<file path="config.mk">
export PLATFORM = sky130hd
export DESIGN_NAME = rotate_sequencer
export DESIGN_NICKNAME = d
export VERILOG_FILES = /design/src/rtl/rotate_sequencer.sv
export SDC_FILE = /design/constraint.sdc
export NUM_CORES = 1
export LEC_CHECK = 0
export ABC_AREA = 1
export CAP_MARGIN = 20
export CORE_MARGIN = 1
export CORE_UTILIZATION = 50
export CTS_CLUSTER_SIZE = 40
export DETAILED_ROUTE_END_ITERATION = 10
export PLACE_DENSITY = 0.84
export SLEW_MARGIN = 5
export SYNTH_ARGS = -nofsm -noshare
export SYNTH_HDL_FRONTEND = slang
export SYNTH_SLANG_ARGS = --single-unit
</file>
<file path="constraint.sdc">
create_clock -name clk -period 2.3 [get_ports clk]
set_clock_uncertainty 0.05 [all_clocks]
set_input_delay 0.23 -clock clk [delete_from_list [all_inputs] [get_ports clk]]
set_output_delay 0.23 -clock clk [all_outputs]
set_load 0.005 [all_outputs]
</file>
<file path="src/rtl/rotate_sequencer.sv">
// rotate_sequencer: rotates a 4x4 byte matrix by quarter-turns, one turn per cycle.
// Define ROTATE_SEQ_STATS_EN to add the blk_count output-handshake counter.
module rotate_sequencer (
    input  logic         clk,
    input  logic         rst_n,
    input  logic         in_valid,
    output logic         in_ready,
    input  logic [127:0] in_block,
    input  logic [1:0]   in_count,
    input  logic         in_dir,
    output logic         out_valid,
    input  logic         out_ready,
    output logic [127:0] out_block,
    output logic         busy
`ifdef ROTATE_SEQ_STATS_EN
    ,
    output logic [15:0]  blk_count
`endif
);
    typedef enum logic [1:0] {IDLE, ROTATE, DONE} state_t;

    state_t       state, state_nxt;
    logic [127:0] mat;
    logic [1:0]   rem;
    logic         dir;

    // Byte (r,c) lives at bits [127-8*(4r+c) -: 8]
    function automatic logic [127:0] quarter(input logic [127:0] m, input logic ccw);
        logic [127:0] q;
        q = '0;
        for (int i = 0; i < 4; i++)
            for (int j = 0; j < 4; j++)
                q[127-8*(4*i+j) -: 8] = ccw ? m[127-8*(4*j+3-i) -: 8] : m[127-8*(4*(3-j)+i) -: 8];
        return q;
    endfunction

    always_comb begin
        state_nxt = state;
        in_ready  = (state == IDLE);
        out_valid = (state == DONE);
        busy      = (state != IDLE);
        out_block = mat;
        case (state)
            IDLE:    if (in_valid) state_nxt = (in_count != 2'd0) ? ROTATE : DONE;
            ROTATE:  if (rem == 2'd1) state_nxt = DONE;
            DONE:    if (out_ready) state_nxt = IDLE;
            default: state_nxt = IDLE;
        endcase
    end

    always_ff @(posedge clk or negedge rst_n) begin
        if (!rst_n) begin
            state <= IDLE;
            mat   <= '0;
            rem   <= '0;
            dir   <= 1'b0;
        end else begin
            state <= state_nxt;
            if (state == IDLE && in_valid) begin
                mat <= in_block;
                rem <= in_count;
                dir <= in_dir;
            end else if (state == ROTATE) begin
                mat <= quarter(mat, dir);
                rem <= rem - 2'd1;
            end
        end
    end

`ifdef ROTATE_SEQ_STATS_EN
    always_ff @(posedge clk or negedge rst_n) begin
        if (!rst_n) blk_count <= '0;
        else if (state == DONE && out_ready) blk_count <= blk_count + 16'd1;
    end
`endif
endmodule

</file>
==> qor.csv <==
stage,metric,value,unit
run_status,status,finished clean,
die,dieArea,18600,um^2
synthesis,synth_top_area_share,40.0,%
setup_path,path_max_fanout,7,
hold_path,hold_class,primary input to asynchronous set/reset pin,
cells_and_area,fin_util,69.8,%
synthesis,avgSynthCellArea,6.23,um^2
cts,clkSlewWorstSetupHoldPaths,60,ps
synthesis,yosysUniqueCellTypes,20,
die,num_rows,48,
die,core_area,17400,um^2
setup_path,setup.worst_path.start,state[0],
drt,routed_wirelength,26900,um
timing,setup_ws,275,ps
timing,setup_tns,0,ps
timing,max-slew-margin-rel,48.9,%
setup_path,rrSetupSlack,520,ps
pwr,cellPowerDensity,1380,nW/um^2
global_route,grt_use_total,29.5,%
global_route,overflow,0,
cts,cts_root_buffer,clkbuf_16,
synthesis,synthCells,1447,
pwr,irDropWorstVdd,785,uV
cells_and_area,drive_above_1_share,5.11,%
global_route,grt_pass1_vias,8665,
drt,dr.first_iter.drc_count,721,
timing,grt_setup_unrepaired,no,
setup_path,ff2ff_path_depth,5,
die,ioPinCount,266,
setup_path,worstPathRequired,2020,ps
drt,antenna_left,0,
drt,first_pass_iters,5,
cts,clk_path_buf_depth,2,
synthesis,ys_ff_latch,133,
drt,viasPerCell,5.10,
drt,wire_per_inst,14.2,um
global_route,grt_pass1_wl,43400,um
timing,slew_violations,0,
setup_path,r2r_start,state[0],
die,die_h,136,um
setup_path,cp-start-kind,flop,
timing,setup_viol_count_final,0,
timing,min_period,2030,ps
global_route,antenna_found_initial,1,
setup_path,critPathKind,flop to output pin,
timing,fin_crit_sh,88.1,%
setup_path,worst_ep_arrival_time,1750,ps
synthesis,syn_area,9010,um^2
timing,worst_pin_slew,767,ps
die,fp.dieW,136,um
drt,drc,0,
timing,fmax,0.494,GHz
die,initial_core_util,51.7,%
cts,cts_sinks,133,
pwr,p_leak,6.64,nW
run,cap_viol_max_count,0,
setup_path,timing.rr.end,out_block[76],
timing,hold_violations,0,
placement,hpwl,17200,um
placement,gp_congestion,0.857,
synthesis,synth_area_leaders,"nand2_1, dfrtp_1, nand3_1",
cts,cts_tree,done,
cts,htree_num_levels,4,
synthesis,synth-seq-area-share,36.9,%
synthesis,yosys.area.top_type,nand2_1,
placement,numPortBuffers,265,
synthesis,synthesis.nets,1583,
synthesis,yosys_warnings,0,
cells_and_area,nNetsFinal,1787,
placement,place_worst_setup_slack,541,ps
cts,cts_inserted_buffers,17,
global_route,grt_max_degree,131,
cts,clk_latency,420,ps
setup_path,crit_path_end_kind,output pin,
pwr,power,16.8,mW
drt,vias,9643,
cells_and_area,syn2layout_area_growth,35.0,%
## cells in the mapped netlist
cell      instances
nand2_1         960
buf_4             8
nand3_2          27
nor2_8            1
buf_6            21
nand2_2           1
o21ai_2           1
buf_1             1
dfrtp_1         133
buf_2            59
nor2_1            3
ha_1              1
nand4_1           1
clkbuf_1         10
o211ai_1          1
o21ai_1           1
nand3_1         105
nand3b_1         39
inv_1            71
inv_2             3
## through the flow
stage	hold WS [ps]	std cells	area [um^2]
2_1_floorplan	-116	1447	9010
3_3_place_gp	159	1856	11600
3_5_place_dp	164	1856	11600
4_1_cts	284	1889	12200
5_1_grt	318	1890	12200
6_report	264	1890	12200
## flip-flops by register name, indices dropped and copies added, names as in the netlist
name	count
dir	1
out_block	128
rem	2
state	2
## layer usage
metal | global-route usage (%) | part of all wire [%]
met1 | 41.4 | 43
met4 | 11.5 | 2.3
met3 | 4.66 | 7.2
met2 | 45.4 | 47
met5 | 0 | 0
## kinds of logic after synthesis
family / synth area share, %
adders and majority gates: 0.139
AOI/OAI and AO/OA: 0.236
buffers and inverters: 10.1
DFF: 36.9
and+or+nand+nor: 52.6
## area by class of cell
cell class              count  area [um^2]
inverters                  74          283
clock inverters             9          100
fillers                  1487         5250
well taps                 225          282
flip-flops and latches    133         3330
diodes                      1         2.50
clock buffers              23          488
multi-input cells        1141         4780
repair buffers            284         2900
## cell usage in the layout, fill, tap and decap left out, drive strengths merged
| cell | netlist | routed |
|---|---|---|
| nand2 | 961 | 961 |
| clkdlybuf4s50 | 0 | 263 |
| dfrtp | 133 | 133 |
| nand3 | 132 | 132 |
| inv | 74 | 74 |
| nand3b | 39 | 39 |
| clkbuf | 10 | 23 |
| buf | 89 | 20 |
| clkinv | 0 | 5 |
| nor2 | 4 | 4 |
| bufinv | 0 | 2 |
| clkinvlp | 0 | 2 |
| o21ai | 2 | 2 |
| diode | 0 | 1 |
| o211ai | 1 | 1 |
| nand4 | 1 | 1 |
| ha | 1 | 1 |
| dlygate4sd3 | 0 | 1 |
## how the worst max path moves through the flow
stage / to / cells after the start
floorplan: out_block[62] / 9
global placement: out_block[30] / 7
detailed placement: out_block[24] / 7
CTS: busy / 3
global route: busy / 3
finish: busy / 3
## where the power goes
| part | internal (mW) | switching [mW] | total [mW] |
|---|---|---|---|
| Combinational | 4.12 | 5.34 | 9.46 |
| Clock | 1.70 | 1.03 | 2.73 |
| Sequential | 3.41 | 1.18 | 4.59 |
## critical path, stage by stage, from the launching register on
cell,delay (ps)
dfrtp_1,580
inv_1,100
nand2_1,100
clkdlybuf4s50_1,540
## what timing repair did
item | 4_1_cts | 5_1_grt
buffers inserted | 0 | 0
hold buffers | 1 | 0
endpoints found under the hold margin | 49 | 0
gates resized for setup | 0 | 0
Power figures use the tool's default switching activity.
